### config.mk
export PLATFORM = sky130hd
export DESIGN_NAME = dsi_packet_parser
export DESIGN_NICKNAME = d
export VERILOG_FILES = /design/src/rtl/dsi_packet_parser.sv
export SDC_FILE = /design/constraint.sdc
export NUM_CORES = 1
export LEC_CHECK = 0
export ABC_AREA = 1
export CAP_MARGIN = 15
export CORE_UTILIZATION = 65
export CTS_BUF_LIST = sky130_fd_sc_hd__clkbuf_4
export DETAILED_ROUTE_END_ITERATION = 12
export PLACE_DENSITY = 0.88
export SETUP_SLACK_MARGIN = 0.2
export SLEW_MARGIN = 20
export SYNTH_ARGS = -nofsm -noshare
export SYNTH_HDL_FRONTEND = slang
export SYNTH_SLANG_ARGS = --single-unit
### constraint.sdc
create_clock -name clk_i -period 14.21 [get_ports clk_i]
set_clock_uncertainty 0.15 [all_clocks]
set_input_delay 1.421 -clock clk_i [delete_from_list [all_inputs] [get_ports clk_i]]
set_output_delay 1.421 -clock clk_i [all_outputs]
set_load 0.01 [all_outputs]
### src/rtl/dsi_packet_parser.sv
// MIPI DSI byte-stream packet parser: decodes HSS/VSS short packets into sync
// pulses and unpacks RGB888 (DT 0x3E) long-packet payload into 24-bit pixels.
module dsi_packet_parser #(
    parameter logic [1:0] VC = 2'd0
) (
    input  logic        clk_i,
    input  logic        rst_i,
    input  logic        hs_active_i,
    input  logic [7:0]  byte_in_i,
    input  logic        byte_valid_i,
    output logic [23:0] pixel_data_o,
    output logic        pixel_valid_o,
    output logic        hsync_o,
    output logic        vsync_o,
    output logic        ecc_err_o,
    output logic        len_err_o,
    output logic        trunc_err_o
);

    typedef enum logic [2:0] {H0, H1, H2, H3, PAY, C0, C1} state_t;

    state_t      state_q, state_d;
    logic [7:0]  di_q, di_d, wclo_q, wclo_d, wchi_q, wchi_d;
    logic [15:0] cnt_q, cnt_d;
    logic [1:0]  phase_q, phase_d;
    logic [7:0]  r_q, r_d, g_q, g_d;
    logic        pix_en_q, pix_en_d, len_bad_q, len_bad_d;
    logic [23:0] pixel_data_q, pixel_data_d;
    logic        pixel_valid_q, pixel_valid_d;
    logic        hsync_q, hsync_d, vsync_q, vsync_d;
    logic        ecc_err_q, ecc_err_d, len_err_q, len_err_d, trunc_err_q, trunc_err_d;

    logic        acc, trunc, is_long, vc_ok, ecc_ok;
    logic [5:0]  dt;
    logic [15:0] wc;

    assign acc     = byte_valid_i & hs_active_i;
    assign trunc   = ~hs_active_i & (state_q != H0);
    assign dt      = di_q[5:0];
    assign wc      = {wchi_q, wclo_q};
    assign vc_ok   = (di_q[7:6] == VC);
    assign ecc_ok  = (byte_in_i == (di_q ^ wclo_q ^ wchi_q));
    assign is_long = (dt == 6'h09) || (dt == 6'h19) || (dt == 6'h29) ||
                     (dt == 6'h39) || (dt == 6'h3E);

    always_ff @(posedge clk_i or posedge rst_i) begin
        if (rst_i) begin
            state_q       <= H0;
            di_q          <= '0;
            wclo_q        <= '0;
            wchi_q        <= '0;
            cnt_q         <= '0;
            phase_q       <= '0;
            r_q           <= '0;
            g_q           <= '0;
            pix_en_q      <= 1'b0;
            len_bad_q     <= 1'b0;
            pixel_data_q  <= '0;
            pixel_valid_q <= 1'b0;
            hsync_q       <= 1'b0;
            vsync_q       <= 1'b0;
            ecc_err_q     <= 1'b0;
            len_err_q     <= 1'b0;
            trunc_err_q   <= 1'b0;
        end else begin
            state_q       <= state_d;
            di_q          <= di_d;
            wclo_q        <= wclo_d;
            wchi_q        <= wchi_d;
            cnt_q         <= cnt_d;
            phase_q       <= phase_d;
            r_q           <= r_d;
            g_q           <= g_d;
            pix_en_q      <= pix_en_d;
            len_bad_q     <= len_bad_d;
            pixel_data_q  <= pixel_data_d;
            pixel_valid_q <= pixel_valid_d;
            hsync_q       <= hsync_d;
            vsync_q       <= vsync_d;
            ecc_err_q     <= ecc_err_d;
            len_err_q     <= len_err_d;
            trunc_err_q   <= trunc_err_d;
        end
    end

    // A burst ending mid-packet overrides any byte presented in the same cycle.
    always_comb begin
        state_d = state_q;
        if (trunc) begin
            state_d = H0;
        end else if (acc) begin
            case (state_q)
                H0:      state_d = H1;
                H1:      state_d = H2;
                H2:      state_d = H3;
                H3: begin
                    if (!ecc_ok || !is_long) state_d = H0;
                    else if (wc != 16'd0)    state_d = PAY;
                    else                     state_d = C0;
                end
                PAY:     if (cnt_q == 16'd1) state_d = C0;
                C0:      state_d = C1;
                default: state_d = H0;
            endcase
        end
    end

    always_comb begin
        di_d          = di_q;
        wclo_d        = wclo_q;
        wchi_d        = wchi_q;
        cnt_d         = cnt_q;
        phase_d       = phase_q;
        r_d           = r_q;
        g_d           = g_q;
        pix_en_d      = pix_en_q;
        len_bad_d     = len_bad_q;
        pixel_data_d  = pixel_data_q;
        pixel_valid_d = 1'b0;
        hsync_d       = 1'b0;
        vsync_d       = 1'b0;
        ecc_err_d     = 1'b0;
        len_err_d     = 1'b0;
        trunc_err_d   = trunc;
        if (!trunc && acc) begin
            case (state_q)
                H0: di_d   = byte_in_i;
                H1: wclo_d = byte_in_i;
                H2: wchi_d = byte_in_i;
                H3: begin
                    if (!ecc_ok) begin
                        ecc_err_d = 1'b1;
                    end else if (is_long) begin
                        cnt_d     = wc;
                        phase_d   = 2'd0;
                        pix_en_d  = vc_ok && (dt == 6'h3E);
                        len_bad_d = (wc % 16'd3) != 16'd0;
                    end else if (vc_ok) begin
                        vsync_d = (dt == 6'h01);
                        hsync_d = (dt == 6'h21);
                    end
                end
                PAY: begin
                    cnt_d = cnt_q - 16'd1;
                    if (pix_en_q) begin
                        case (phase_q)
                            2'd0: begin r_d = byte_in_i; phase_d = 2'd1; end
                            2'd1: begin g_d = byte_in_i; phase_d = 2'd2; end
                            default: begin
                                pixel_data_d  = {r_q, g_q, byte_in_i};
                                pixel_valid_d = 1'b1;
                                phase_d       = 2'd0;
                            end
                        endcase
                    end
                    if (cnt_q == 16'd1) len_err_d = pix_en_q & len_bad_q;
                end
                default: ;
            endcase
        end
    end

    assign pixel_data_o  = pixel_data_q;
    assign pixel_valid_o = pixel_valid_q;
    assign hsync_o       = hsync_q;
    assign vsync_o       = vsync_q;
    assign ecc_err_o     = ecc_err_q;
    assign len_err_o     = len_err_q;
    assign trunc_err_o   = trunc_err_q;

endmodule

==> results_dict.tcl, run 1 <==
set metrics [dict create \
    initial_core_util_pct 68.4 \
    cp.arrival_ns 5.66 \
    endpoint_kind "register" \
    async_reset_ff_share_pct 100 \
    hp-class "register to register" \
    cts-resized-gates 0 \
    clk_path_buf_depth 2 \
    timing.critical_path.mode_cell "nand2_1" \
    ys_top_cells_by_count "nand2_1 (201), dfrtp_1 (93), inv_1 (69)" \
    wl_per_cell_um 15.0 \
    finalCritPeriodShare_pct 38.3 \
    path_class "register to register" \
    avgSynthCellArea_um2 7.63 \
    switchingPower_mw 0.645 \
    drt_iter0_markers 386 \
    place_inst 786 \
    tightest_slew_ns 0.924 \
    syn_inst 664 \
    critPathMaxStageDelay_ns 0.58 \
    coreArea_mm2 0.00741 \
    diodes 0 \
    grt_pass1_wl_mm 20.0 \
    track_usage_pct 31.0 \
    dp_hpwl_mm 8.72 \
    finalHoldViolations 0 \
    ys_seq_area_share_pct 45.9 \
    dr.max_layer_used "met4" \
    path_clk_slew_ns 0.18 \
    wl_met1_mm 5.11 \
    die_h_um 90.3 \
    synthFlopType "dfrtp_1" \
    p_per_area_mw_per_mm2 222 \
    synth_nets 680 \
    crit_fanout 7 \
    rsz0062_at_grt "no" \
    antenna_found_initial 0 \
    fin_cells 802 \
    ant_nets 0 \
    grt_pass1_vias 4394 \
    fmaxAchievable_mhz 184 \
    p_clk_share_pct 12.1 \
    ys_warn_count 0 \
    period_needed_ns 5.44 \
    p_sw_share_pct 51.2 \
    ys_seq_elements 93 \
    crit_family "simple AND/OR/NAND/NOR gates" \
    cts_tree "done" \
    area_growth_pct 12.3 \
    yosysTopAreaCell "dfrtp_1" \
    netlist_top_cells_area "dfrtp_1 (46%), nand2_1 (15%), inv_1 (5.1%)" \
    grt_max_degree 78 \
    vias 4609 \
    drc_errors 0 \
    fin_tns_setup_ns 0 \
    cts_hold_buf 0 \
    relSlewSlack_pct 38.4 \
    io_pins 42 \
    first_pass_iters 9 \
    synth_edf_count 0 \
    rows 31 \
    startpoint_type "register" \
    wl_met3_um 721 \
    p_leak_nw 2.82 \
    yosys.cell_count.top_type "nand2_1" \
    root_buffer "clkbuf_4" \
    via_per_inst 5.75 \
    p_total_mw 1.26 \
    drive_above_1_share_pct 7.82 \
    cpMaxStageDelayCell "dfrtp_1" \
    wl_met2_mm 5.72 \
    power_frac_comb_pct 58.6 \
    path_buf_inv 4 \
    nNetsFinal 714 \
    clock_sinks 93 \
    synth_cell_types 35 \
    drv_cap 0 \
    crit_required_ns 14.44 \
    ir_drop_mv 0.157 \
    gr-total-overflow 0 \
    drv_slew 0 \
    synth_top_area_share_pct 45.9 \
    globalplace.congestion 0.852 \
    design.die.area_mm2 0.00815 \
    outcome "complete, no violations" \
    worst_skew_pair.late_latency_ns 0.47 \
    internal_power_mw 0.615 \
    netlist_area_mm2 0.00507 \
    cts_max_level 3 \
    fin_util_pct 76.8 \
    cts_setup_buffers 0 \
    port_buffers 41 \
    die_w_um 90.3 \
    wl_mm 12.0 \
    cts_buffers 9 \
    setup_viol_count_final 0 \
    seq_power_share_pct 29.3 \
]
-- worst register-to-register path: cells and delay by family, from the launching register on --
family,cells,cell delay [ns]
AOI/OAI and AO/OA,8,1.11
xor gates and xnor gates,1,0.18
adders and majority gates,2,0.45
buffers and inverters,4,0.23
DFF,1,0.58
and+or+nand+nor,27,2.67
-- cells in the final DEF (no fill, tap or decap), types with 3 or more instances in the layout --
master / n
nand2_1: 201
dfrtp_1: 93
inv_1: 68
o21ai_0: 47
o21ai_1: 44
clkdlybuf4s50_1: 41
nand3_1: 35
nor2_1: 34
xnor2_1: 16
a21oi_1: 15
xor2_1: 13
inv_2: 12
nor3_1: 11
clkbuf_4: 9
nand3_2: 6
nand2_2: 5
nor4_1: 5
a31oi_1: 5
o21bai_2: 4
nand4_1: 4
ha_1: 4
o21ai_2: 3
o211ai_1: 3
-- cell type report --
| type | count | area (um2) |
|---|---|---|
| fillers | 538 | 1720 |
| flip-flops and latches | 93 | 2330 |
| multi-input cells | 469 | 2350 |
| clock buffers | 9 | 67.6 |
| well taps | 99 | 124 |
| inverters | 82 | 309 |
| repair buffers | 43 | 425 |
| clock inverters | 7 | 86.3 |
-- worst paths after layout --
check	from	end	slack (ns)	cells past startpoint
worst max register to register	wchi_q[6]$_DFFE_PP0P_	len_bad_q$_DFFE_PP0P_	8.77	42
worst max-delay path	wchi_q[6]$_DFFE_PP0P_	len_bad_q$_DFFE_PP0P_	8.77	42
min in group asynchronous	rst_i	cnt_q[10]$_DFFE_PP0P_	1.03	2
worst min-delay path	pixel_data_o[22]$_DFFE_PP0P_	pixel_data_o[22]$_DFFE_PP0P_	0.35	2
worst min register to register	pixel_data_o[22]$_DFFE_PP0P_	pixel_data_o[22]$_DFFE_PP0P_	0.35	2
max in group asynchronous	rst_i	g_q[3]$_DFFE_PP0P_	11.66	3
-- flip-flops by register name, indices dropped and copies added (netlist names) --
signal / count
pixel_data_o: 24
cnt_q: 16
di_q: 8
g_q: 8
r_q: 8
wchi_q: 8
wclo_q: 8
state_q: 3
phase_q: 2
ecc_err_o: 1
hsync_o: 1
len_bad_q: 1
len_err_o: 1
pix_en_q: 1
pixel_valid_o: 1
trunc_err_o: 1
vsync_o: 1
-- through the flow --
step / hold WS [ns] / area (um2) / worst slack [ns]
after floorplan: 0.291 / 5070 / 9.60
after global placement: 0.304 / 5540 / 9.30
after detailed placement: 0.309 / 5540 / 8.96
after CTS: 0.350 / 5690 / 8.89
after global routing: 0.357 / 5690 / 8.22
final: 0.345 / 5690 / 8.77
-- power by group through the flow --
stage          Clock [mW]  Sequential, mW  Combinational, mW
2_1_floorplan           0           0.343              0.622
3_3_place_gp            0           0.368              0.674
3_5_place_dp            0           0.370              0.722
4_1_cts             0.155           0.366              0.726
5_1_grt             0.164           0.375              0.831
6_report            0.153           0.369              0.739
-- cell families after synthesis --
group / count (synthesis) / synth area share, %
AO/OA/AOI/OAI: 128 / 14.4
XOR/XNOR: 29 / 5.01
adder cells (fa/ha/maj): 4 / 0.987
buffers and inverters: 102 / 7.73
flip-flops: 93 / 45.9
AND/OR/NAND/NOR: 308 / 25.9
-- per-layer routing --
metal  global-route usage (%)  vias to the layer above
met1                     39.1                     2128
met2                     50.5                      205
met3                     6.73                       61
met5                        0                        -
li1                         -                     2215
met4                     15.7                        0
No activity file was read; power rests on OpenSTA's default activity.
==> run 2: changes to the inputs <==
--- a/config.mk
+++ b/config.mk
@@ -7,10 +7,10 @@
 export LEC_CHECK = 0
 export ABC_AREA = 1
 export CAP_MARGIN = 15
-export CORE_UTILIZATION = 65
+export CORE_UTILIZATION = 55
 export CTS_BUF_LIST = sky130_fd_sc_hd__clkbuf_4
 export DETAILED_ROUTE_END_ITERATION = 12
-export PLACE_DENSITY = 0.88
+export PLACE_DENSITY = 0.79
 export SETUP_SLACK_MARGIN = 0.2
 export SLEW_MARGIN = 20
 export SYNTH_ARGS = -nofsm -noshare
==> constraint.sdc (replaced) <==
create_clock -name clk_i -period 4.6 [get_ports clk_i]
set_clock_uncertainty 0.15 [all_clocks]
set_input_delay 0.46 -clock clk_i [delete_from_list [all_inputs] [get_ports clk_i]]
set_output_delay 0.46 -clock clk_i [all_outputs]
set_load 0.01 [all_outputs]
==> run 2 against run 1 <==
Effect of this change: the flow now finishes with violations (setup timing); combinational power grew to 4.4 times the previous value; largest cell class unchanged; register-to-register slack lost 9.2 ns; first-iteration DRC count is 22% lower; total power grew to 3.9 times the previous value; hold slack worse by 0.18 ns; critical endpoint unchanged; critical path type unchanged.
==> results_dict.tcl, run 2 (synthesis results as in run 1) <==
set metrics [dict create \
    path_class "register to register" \
    internal_power_mw 2.53 \
    endpoint_kind "register" \
    grt_max_degree 37 \
    setup_viol_count_final 1 \
    drive_above_1_share_pct 20.8 \
    port_buffers 41 \
    grt_pass1_wl_mm 20.6 \
    switchingPower_mw 2.40 \
    timing.critical_path.mode_cell "nand2_2" \
    cts_max_level 3 \
    power_frac_comb_pct 66.5 \
    finalHoldViolations 0 \
    violations "setup timing" \
    drv_cap 0 \
    coreArea_mm2 0.00881 \
    p_leak_nw 3.01 \
    rows 34 \
    track_usage_pct 27.1 \
    wl_mm 12.8 \
    crit_start "wchi_q[7]$_DFFE_PP0P_" \
    final_area_mm2 0.00620 \
    p_clk_share_pct 10.2 \
    use_met1_pct 37.2 \
    outcome "complete, but fails checks" \
    rsz0062_at_grt "yes" \
    crit_family "simple AND/OR/NAND/NOR gates" \
    gr-total-overflow 0 \
    clock_sinks 93 \
    path_clk_slew_ns 0.17 \
    critical_path_depth 43 \
    drv_slew 0 \
    fin_cells 844 \
    design.die.area_mm2 0.00960 \
    crit_fanout 4 \
    rr_worst_depth 43 \
    placedInstanceArea_mm2 0.00572 \
    ant_nets 0 \
    globalplace.congestion 0.855 \
    place_inst 816 \
    fin_util_pct 70.4 \
    crit_required_ns 4.82 \
    drt_iter0_markers 303 \
    finalCritPeriodShare_pct 110 \
    cts_buffers 9 \
    fmaxAchievable_mhz 197 \
    ir_drop_mv 0.981 \
    pre_cts_slack_ns -0.364 \
    first_pass_iters 5 \
    path_buf_inv 5 \
    via_per_inst 5.52 \
    final_cell_mix "nand2_1 (174), dfrtp_1 (91), inv_1 (63)" \
    startpoint_type "register" \
    cp.arrival_ns 5.29 \
    reg2reg_from "wchi_q[7]$_DFFE_PP0P_" \
    timing.rr.end "len_bad_q$_DFFE_PP0P_" \
    met2_usage_pct 43.1 \
    grt_pass1_vias 4492 \
    layout_commonest_cell "nand2_1" \
    hp-class "input pin to async pin" \
    largest_register_ff_count 24 \
    setup_ws_ns -0.471 \
    clk_path_buf_depth 2 \
    die_h_um 98 \
    area_growth_pct 22.2 \
    wl_per_cell_um 15.1 \
    die_w_um 98 \
    cpMaxStageDelayCell "dfrtp_1" \
    cp-endpoint "len_bad_q$_DFFE_PP0P_" \
    worst_skew_pair.late_latency_ns 0.47 \
    nNetsFinal 747 \
    busiest_layer "met2" \
    p_per_area_mw_per_mm2 795 \
    cts_tree "done" \
    p_sw_share_pct 48.6 \
    tightest_slew_ns 0.545 \
    fillers 699 \
    period_needed_ns 5.07 \
    cts_hold_buf 0 \
    relSlewSlack_pct 63.6 \
    drc_errors 0 \
    antenna_found_initial 0 \
    diodes 0 \
    io_pins 42 \
    dp_hpwl_mm 8.74 \
    vias 4662 \
    root_buffer "clkbuf_4" \
    seq_power_share_pct 23.2 \
    use_met3_pct 4.58 \
    rrSetupSlack_ns -0.47 \
    critPathMaxStageDelay_ns 0.45 \
    initial_core_util_pct 57.6 \
]
-- run 2: cell types whose count changed in the layout (fill, tap and decap cells not counted), sizes merged --
cell | before | now
inv | 84 | 83
bufinv | 0 | 1
clkinvlp | 0 | 1
clkinv | 5 | 4
buf | 2 | 35
-- run 2: metal layers --
metal	vias up	wire length, um
met4	0	388
met2	131	6040
met3	36	616
met1	2229	5720
li1	2266	-
met5	-	0
-- run 2: worst reg2reg max path: cells and delay by family, from the launching register on --
family	cells	cell delay, ns
AOI/OAI and AO/OA	7	0.99
xor gates and xnor gates	1	0.14
adders and majority gates	2	0.32
buffers and inverters	5	0.45
DFF	1	0.45
and+or+nand+nor	28	2.51
-- run 2: power by group through the flow --
stage / Clock [mW] / Sequential, mW / Combinational, mW
global route: 0.538 / 1.16 / 3.62
floorplan: 0 / 1.06 / 1.97
global placement: 0 / 1.13 / 2.45
finish: 0.504 / 1.14 / 3.28
detailed placement: 0 / 1.13 / 2.58
CTS: 0.511 / 1.12 / 2.82
-- run 2: what timing repair did --
item                       4_1_cts  5_1_grt
pin swaps                       29       39
resized for setup               10       54
setup endpoints to repair        1        1
setup buffers                    9        3
-- run 2: area by class of cell --
class	instances	area [um2]	area share, %
clock buffers	9	67.6	1.09
clock inverters	7	93.8	1.51
inverters	82	309	4.99
multi-input cells	469	2580	41.7
flip-flops and latches	93	2330	37.6
well taps	108	135	2.18
repair buffers	76	677	10.9
-- run 2: worst min path at each step --
stage,depth (start not counted),endpoint,slack (ns),startpoint
3_3_place_gp,2,pixel_data_o[13]$_DFFE_PP0P_,0.30,pixel_data_o[13]$_DFFE_PP0P_
3_5_place_dp,2,pixel_data_o[23]$_DFFE_PP0P_,0.31,pixel_data_o[23]$_DFFE_PP0P_
5_1_grt,2,r_q[7]$_DFFE_PP0P_,0.20,rst_i
4_1_cts,2,pixel_valid_o$_DFF_PP0_,0.18,rst_i
6_report,2,pixel_valid_o$_DFF_PP0_,0.17,rst_i
2_1_floorplan,2,len_bad_q$_DFFE_PP0P_,0.29,len_bad_q$_DFFE_PP0P_
-- run 2: metrics by stage --
stage          setup TNS (ns)  power, mW  hold WS (ns)
2_1_floorplan               0       3.02         0.291
3_3_place_gp          -0.0298       3.58         0.302
3_5_place_dp           -0.364       3.71         0.308
4_1_cts                -0.351       4.46         0.177
5_1_grt                -0.874       5.32         0.202
6_report               -0.471       4.93         0.169
